==> src/rtl/sdram_arbiter.sv <==
// sdram_arbiter: grant and command mux for the SDRAM controller.
// Holds the command pins on the init sequencer until init_end_i. After that it
// grants auto-refresh, write or read (in that priority order) one at a time. It
// then waits for the matching *_end_i before it arbitrates again.
// Ports:
//   clk_i, rst_n_i                 clock, asynchronous active-low reset
//   init_* / aref_* / wr_* / rd_*  requester handshakes and command fields
//   aref_en_o, wr_en_o, rd_en_o    one-cycle start strobes on grant
//   sdram_*_o                      SDRAM command, bank, address and DQ drive
module sdram_arbiter #(
  parameter int unsigned DATA_W = 16,
  parameter int unsigned ADDR_W = 13
) (
  input  logic              clk_i,
  input  logic              rst_n_i,
  input  logic              init_end_i,
  input  logic [3:0]        init_cmd_i,
  input  logic [1:0]        init_ba_i,
  input  logic [ADDR_W-1:0] init_addr_i,
  input  logic              aref_req_i,
  input  logic              aref_end_i,
  input  logic [3:0]        aref_cmd_i,
  input  logic [1:0]        aref_ba_i,
  input  logic [ADDR_W-1:0] aref_addr_i,
  input  logic              wr_req_i,
  input  logic              wr_end_i,
  input  logic [3:0]        wr_cmd_i,
  input  logic [1:0]        wr_ba_i,
  input  logic [ADDR_W-1:0] wr_addr_i,
  input  logic              wr_sdram_en_i,
  input  logic [DATA_W-1:0] wr_data_i,
  input  logic              rd_req_i,
  input  logic              rd_end_i,
  input  logic [3:0]        rd_cmd_i,
  input  logic [1:0]        rd_ba_i,
  input  logic [ADDR_W-1:0] rd_addr_i,
  output logic              aref_en_o,
  output logic              wr_en_o,
  output logic              rd_en_o,
  output logic              sdram_cke_o,
  output logic              sdram_cs_n_o,
  output logic              sdram_ras_n_o,
  output logic              sdram_cas_n_o,
  output logic              sdram_we_n_o,
  output logic [1:0]        sdram_ba_o,
  output logic [ADDR_W-1:0] sdram_addr_o,
  output logic [DATA_W-1:0] sdram_dq_out_o,
  output logic              sdram_dq_oe_o
);

  localparam logic [3:0] CmdNop = 4'b0111;

  typedef enum logic [2:0] {
    StInit  = 3'd0,
    StArbit = 3'd1,
    StAref  = 3'd2,
    StWrite = 3'd3,
    StRead  = 3'd4
  } state_e;

  state_e state_q;
  logic   aref_en_q, wr_en_q, rd_en_q;
  logic [3:0] cmd;

  always_ff @(posedge clk_i or negedge rst_n_i) begin
    if (!rst_n_i) begin
      state_q   <= StInit;
      aref_en_q <= 1'b0;
      wr_en_q   <= 1'b0;
      rd_en_q   <= 1'b0;
    end else begin
      // Strobes default low so each one lasts exactly the first granted cycle.
      aref_en_q <= 1'b0;
      wr_en_q   <= 1'b0;
      rd_en_q   <= 1'b0;
      case (state_q)
        StInit: begin
          if (init_end_i) state_q <= StArbit;
        end
        StArbit: begin
          if (aref_req_i) begin
            state_q   <= StAref;
            aref_en_q <= 1'b1;
          end else if (wr_req_i) begin
            state_q <= StWrite;
            wr_en_q <= 1'b1;
          end else if (rd_req_i) begin
            state_q <= StRead;
            rd_en_q <= 1'b1;
          end
        end
        // Only the owner's end pulse releases the bus; others are ignored.
        StAref: begin
          if (aref_end_i) state_q <= StArbit;
        end
        StWrite: begin
          if (wr_end_i) state_q <= StArbit;
        end
        StRead: begin
          if (rd_end_i) state_q <= StArbit;
        end
        default: state_q <= StArbit;
      endcase
    end
  end

  // Command mux works straight off the registered state, with no extra stage.
  always_comb begin
    cmd          = CmdNop;
    sdram_ba_o   = 2'b11;
    sdram_addr_o = '1;
    case (state_q)
      StInit: begin
        cmd          = init_cmd_i;
        sdram_ba_o   = init_ba_i;
        sdram_addr_o = init_addr_i;
      end
      StAref: begin
        cmd          = aref_cmd_i;
        sdram_ba_o   = aref_ba_i;
        sdram_addr_o = aref_addr_i;
      end
      StWrite: begin
        cmd          = wr_cmd_i;
        sdram_ba_o   = wr_ba_i;
        sdram_addr_o = wr_addr_i;
      end
      StRead: begin
        cmd          = rd_cmd_i;
        sdram_ba_o   = rd_ba_i;
        sdram_addr_o = rd_addr_i;
      end
      default: ;
    endcase
  end

  assign sdram_cs_n_o   = cmd[3];
  assign sdram_ras_n_o  = cmd[2];
  assign sdram_cas_n_o  = cmd[1];
  assign sdram_we_n_o   = cmd[0];
  assign sdram_cke_o    = 1'b1;
  assign sdram_dq_out_o = wr_data_i;
  assign sdram_dq_oe_o  = (state_q == StWrite) && wr_sdram_en_i;
  assign aref_en_o      = aref_en_q;
  assign wr_en_o        = wr_en_q;
  assign rd_en_o        = rd_en_q;

endmodule

==> config.mk <==
export PLATFORM = sky130hd
export DESIGN_NAME = sdram_arbiter
export DESIGN_NICKNAME = d
export VERILOG_FILES = /design/src/rtl/sdram_arbiter.sv
export SDC_FILE = /design/constraint.sdc
export NUM_CORES = 1
export LEC_CHECK = 0
export ABC_AREA = 1
export CAP_MARGIN = 20
export CORE_UTILIZATION = 28
export CTS_BUF_LIST = sky130_fd_sc_hd__clkbuf_8
export DETAILED_ROUTE_END_ITERATION = 16
export PLACE_DENSITY = 0.92
export SLEW_MARGIN = 20
export SYNTH_ARGS = -nofsm -noshare
export SYNTH_HDL_FRONTEND = slang
export SYNTH_SLANG_ARGS = --single-unit
==> constraint.sdc <==
create_clock -name clk_i -period 3.2 [get_ports clk_i]
set_input_delay 0.64 -clock clk_i [delete_from_list [all_inputs] [get_ports clk_i]]
set_output_delay 0.64 -clock clk_i [all_outputs]
set_load 0.03 [all_outputs]
==> impl_metrics.toml, run 1 <==
[cts]
clock_path_buffers = 2
cts_root_buf = "clkbuf_8"
h-tree-depth = 1
post_cts_resized = 0
post-cts-setup-buffers = 0
cts_buffers = 3
cts_tree = "built"
cts_hold_buf = 0
cts_sinks = 6
clk_pin_slew_worst_paths_ns = 0.03
clk_latency_ns = 0.22

[route]
route.detailed.drc = 0
num_vias = 1557
ant_nets = 0
first_pass_iters = 4
vias_per_cell = 4.72
wl_mm = 4.15
drt_iter0_markers = 75
wl_per_cell_microns = 12.6

[synth]
ys_async_sr_fraction_pct = 100
synth.area.top_cells = "nand2_1, nand3_1, buf_4"
yosysTopAreaCell = "nand2_1"
syn_inst = 191
synth_area_sq_um = 1070
synth-seq-cells = 6
yosys.cell_count.top_type = "nand2_1"
avgSynthCellArea_sq_um = 5.58
synth_cell_type_count = 20
synth-main-ff-cell = "dfrtp_1"
synth_fp_nets = 293
synth_top_area_share_pct = 23.2
yosys-top-cells-count = "nand2_1, nand3_1, a21oi_1"
yosysSeqAreaShare_pct = 14.1
synth-edff-count = 0
yosys_warnings = 0

[sta]
finClkSkew_ns = 0.00373
fin_crit_ns = 2.89
setup_ws_ns = 0.306
maxSlewViolCount = 0
rsz0062_at_grt = "false"
period_share_pct = 90.5
fin_setup_tns_ns = 0
finalHoldViolations = 0
fmax_ghz = 0.345
final-setup-viol-count = 0

[global_route]
antenna_found_initial = 0
grt_pass1_vias = 1443
grt_usage_pct = 20.2
grt_max_degree = 21
gr-total-overflow = 0
grt_pass1_wl_mm = 6.52

[setup_path]
cp-end-kind = "primary output"
cp_cell_sequence = "inv_1, nor2_1, a21oi_1, inv_1, a21oi_1, nand2_1, clkdlybuf4s50_1"
worstPathRequired_ns = 2.56
cp.arrival_ns = 2.25
critical-path-top-delay-family = "buffers and inverters"
crit_type = "reg -> out"
cp_max_fo = 6
worstSetupStartpointType = "flip-flop"
critPathMaxStageDelay_ns = 0.58
crit_buf_inv = 3
crit_slowest_cell = "clkdlybuf4s50_1"

[run]
maxCapViolCount = 0

[final_layout]
syn2layout_area_growth_pct = 95.4
drive_above_1_share_pct = 8.87
n_antenna_cell = 0
fin_nets = 386
fin_util_pct = 56.9
num-fill-cells = 353

[floorplanning]
die_h_microns = 63.7
die_w_microns = 63.7
ios = 142
rows = 22
core_area_sq_um = 3660
dieArea_sq_um = 4060
start_util_pct = 29.1

[place]
hpwl_mm = 3.31
routabilityCongestion = 0.730
numPortBuffers = 108
post-place-ws_ns = 0.515

[power]
p_leak_nw = 0.945
p_per_area_nw_per_um2 = 847
irDropWorstVdd_mv = 0.396

[hold_path]
min-delay-path-class = "reg -> reg"

[outcome]
status = "finished, final reports clean"
-- worst reg2reg max path: cells and delay by family (launching register included) --
kind	cells	cell delay, ns
buffers and inverters	2	0.39
DFF	1	0.48
and+or+nand+nor	7	0.89
-- kinds of logic (layout without fill, tap and decap cells) --
logic type             count (synthesis)  in the layout  share of synthesized area (%)
other                                  1              1                          0.352
DFF                                    6              6                           14.1
and+or+nand+nor                      120            120                           50.9
AOI/OAI and AO/OA                     25             25                           11.7
buffers and inverters                 39            130                           22.9
-- report_power, final --
part	internal, W	leakage, nW	total (W)	switching (W)
logic	0.000613	0.846	0.00152	0.000905
registers	0.0000979	0.0779	0.000136	0.0000384
clock network	0.0000806	0.0216	0.000111	0.0000301
-- through the flow --
step | cells | power [W] | hold WS (ns) | cell area [sq um]
after floorplan | 191 | 0.00112 | 0.344 | 1070
final | 330 | 0.00177 | 0.615 | 2080
after detailed placement | 327 | 0.00165 | 0.598 | 2040
after global placement | 327 | 0.00163 | 0.594 | 2040
after CTS | 330 | 0.00177 | 0.622 | 2080
after global routing | 330 | 0.00190 | 0.662 | 2080
-- flip-flops by register name, summed over array words and instances, names as in the netlist --
signal	flops
rd_en_o	1
state_q	3
wr_en_o	1
aref_en_o	1
-- layout by cell type, fill, tap and decap left out --
cell	n
nand2_2	1
nor2_1	6
clkbuf_8	3
nor3_2	1
nor3b_1	1
nand3b_1	3
nor3_4	1
nor2_2	2
inv_1	11
nand2_1	66
o21ai_0	3
nor3_1	1
nand4_1	2
buf_4	17
dfrtp_1	6
nand3_1	36
conb_1	1
clkdlybuf4s50_1	99
a21oi_1	22
-- worst paths after layout --
| check | end | depth (start not counted) | slack (ns) | from |
|---|---|---|---|---|
| max | sdram_ba_o[1] | 7 | 0.31 | state_q[0] |
| min | state_q[0] | 2 | 0.62 | state_q[0] |
| max reg2reg | state_q[1] | 9 | 1.36 | state_q[1] |
| min reg2reg | state_q[0] | 2 | 0.62 | state_q[0] |
| max in group asynchronous | state_q[0] | 1 | 2.34 | rst_n_i |
| min in group asynchronous | rd_en_o | 1 | 0.65 | rst_n_i |
-- metal layers --
metal	part of all wire, %	track usage [%]
met5	0	0
met4	1.1	5.40
met3	8.7	3.62
met2	51	37.4
met1	39	23.3
-- layout make-up --
type	instances	area, sq um	area share, %
multi-input cells	146	672	32.3
repair buffers	116	1120	53.7
clock buffers	3	41.3	1.98
flip-flops and latches	6	150	7.21
well taps	48	60.1	2.88
inverters	11	41.3	1.98
(Power assumes the default switching activity.)
==> run 2: changes to the inputs <==
- clock period: 3.2 -> 3.34 ns (I/O delays scaled with it)
==> run 2 against run 1 <==
Total power down 2.0%; combinational power about the same; critical path depth unchanged; critical path type unchanged; global-route usage up 0.11 points; sequential share of layout area down 0.10 points; setup slack worse by 0.025 ns; non-clock buffer count up 1.
==> impl_metrics.toml, run 2 (synthesized netlist as in run 1, its figures left out) <==
[global_route]
grt_pass1_vias = 1455
top_usage_layer = "met2"
grt_pass1_wl_mm = 6.52
grt_max_degree = 14
use_met1_pct = 21.7
use_met2_pct = 37.5
grt.met3_usage_pct = 4.89
grt_usage_pct = 20.3
antenna_found_initial = 0
gr-total-overflow = 0

[place]
routabilityCongestion = 0.716
dpl_cell_area_sq_um = 2070
hpwl_mm = 3.30
post-place-ws_ns = 0.530
numPortBuffers = 108

[route]
ant_nets = 0
wl_per_cell_microns = 12.1
wl_mm = 4.01
first_pass_iters = 4
num_vias = 1543
route.detailed.drc = 0
drt_iter0_markers = 65
vias_per_cell = 4.66

[sta]
fin_crit_ns = 3.06
period_share_pct = 91.6
final-setup-viol-count = 0
tightestPinTransition_ns = 0.512
finClkSkew_ns = 0.00114
rsz0062_at_grt = "false"
setup_ws_ns = 0.281
slew_headroom_pct = 65.7
finalHoldViolations = 0
maxSlewViolCount = 0
fin_setup_tns_ns = 0
fmax_ghz = 0.327

[floorplanning]
rows = 22
die_h_microns = 63.7
start_util_pct = 29.1
die_w_microns = 63.7
dieArea_sq_um = 4060
core_area_sq_um = 3660
ios = 142

[cts]
clock_path_buffers = 2
cts_sinks = 6
cts_tree = "built"
clk_pin_slew_worst_paths_ns = 0.03
cts_buffers = 3
clk_latency_ns = 0.22
post-cts-setup-buffers = 0
cts_hold_buf = 0
h-tree-depth = 1
post_cts_resized = 0
cts_root_buf = "clkbuf_8"

[setup_path]
worstSetupStartpointType = "flip-flop"
cp_max_fo = 9
worstPathRequired_ns = 2.67
cp-end-kind = "primary output"
crit_type = "reg -> out"
cp.arrival_ns = 2.39

[final_layout]
largest_reg_flops = 3
fin_nets = 387
syn2layout_area_growth_pct = 98.2
num-fill-cells = 351
largest-register = "state_q"
n_antenna_cell = 0
layout_commonest_cell = "clkdlybuf4s50_1"
final_cell_mix = "clkdlybuf4s50_1, nand2_1, nand3_1"
design_area_sq_um = 2110
drive_above_1_share_pct = 6.01

[run]
maxCapViolCount = 0

[hold_path]
min-delay-path-class = "reg -> reg"

[power]
p_leak_nw = 0.943
p_per_area_nw_per_um2 = 819
irDropWorstVdd_mv = 0.336

[outcome]
status = "finished, final reports clean"
==> run 2: cell type report <==
type / count / area, sq um / share of cell area [%]
Sequential cell: 6 / 150 / 7.10
Inverter: 11 / 41.3 / 1.95
Multi-Input combinational cell: 146 / 672 / 31.8
Timing Repair Buffer: 117 / 1150 / 54.4
Tap cell: 48 / 60.1 / 2.84
Clock buffer: 3 / 41.3 / 1.95
==> run 2: final timing paths <==
check	slack [ns]	endpoint	depth (start not counted)	from
hold / removal	0.65	state_q[0]	2	state_q[0]
min in group asynchronous	0.68	state_q[1]	1	rst_n_i
hold reg to reg	0.65	state_q[0]	2	state_q[0]
max in group asynchronous	2.46	rd_en_o	1	rst_n_i
setup reg to reg	1.60	state_q[0]	7	state_q[2]
setup / recovery	0.28	sdram_addr_o[5]	7	state_q[1]
==> run 2: power by group <==
| group | leakage, nW | switching [W] | internal (W) | total [W] |
|---|---|---|---|---|
| Clock | 0.0216 | 0.0000278 | 0.0000771 | 0.000105 |
| Sequential | 0.0779 | 0.0000374 | 0.0000937 | 0.000131 |
| Combinational | 0.844 | 0.000864 | 0.000630 | 0.00149 |
| Total | 0.943 | 0.000929 | 0.000801 | 0.00173 |
==> run 2: layer usage <==
| layer | vias to the layer above | wire length, microns |
|---|---|---|
| met1 | 652 | 1520 |
| met2 | 92 | 2000 |
| met3 | 10 | 403 |
| met5 | - | 0 |
| li1 | 789 | - |
| met4 | 0 | 89 |
==> run 2: critical path, stage by stage (launching register included) <==
cell             delay (ns)
dfrtp_1                0.48
nor2_1                 0.45
buf_4                  0.24
nand3_1                0.06
nand2_1                0.10
a21oi_1                0.05
nand3_1                0.08
clkdlybuf4s50_1        0.71
==> run 2: through the flow <==
step,utilization (%),instances,power (W),hold slack (ns)
2_1_floorplan,-,191,0.00107,0.372
3_3_place_gp,56.6,328,0.00160,0.613
3_5_place_dp,56.6,328,0.00163,0.633
4_1_cts,57.7,331,0.00173,0.641
5_1_grt,57.7,331,0.00186,0.690
6_report,57.7,331,0.00173,0.653
==> run 3: changes to the inputs <==
- SLEW_MARGIN: 20 -> 30
==> results of run 3 <==
Final layout, timing and power as in run 2 (identical DEF).
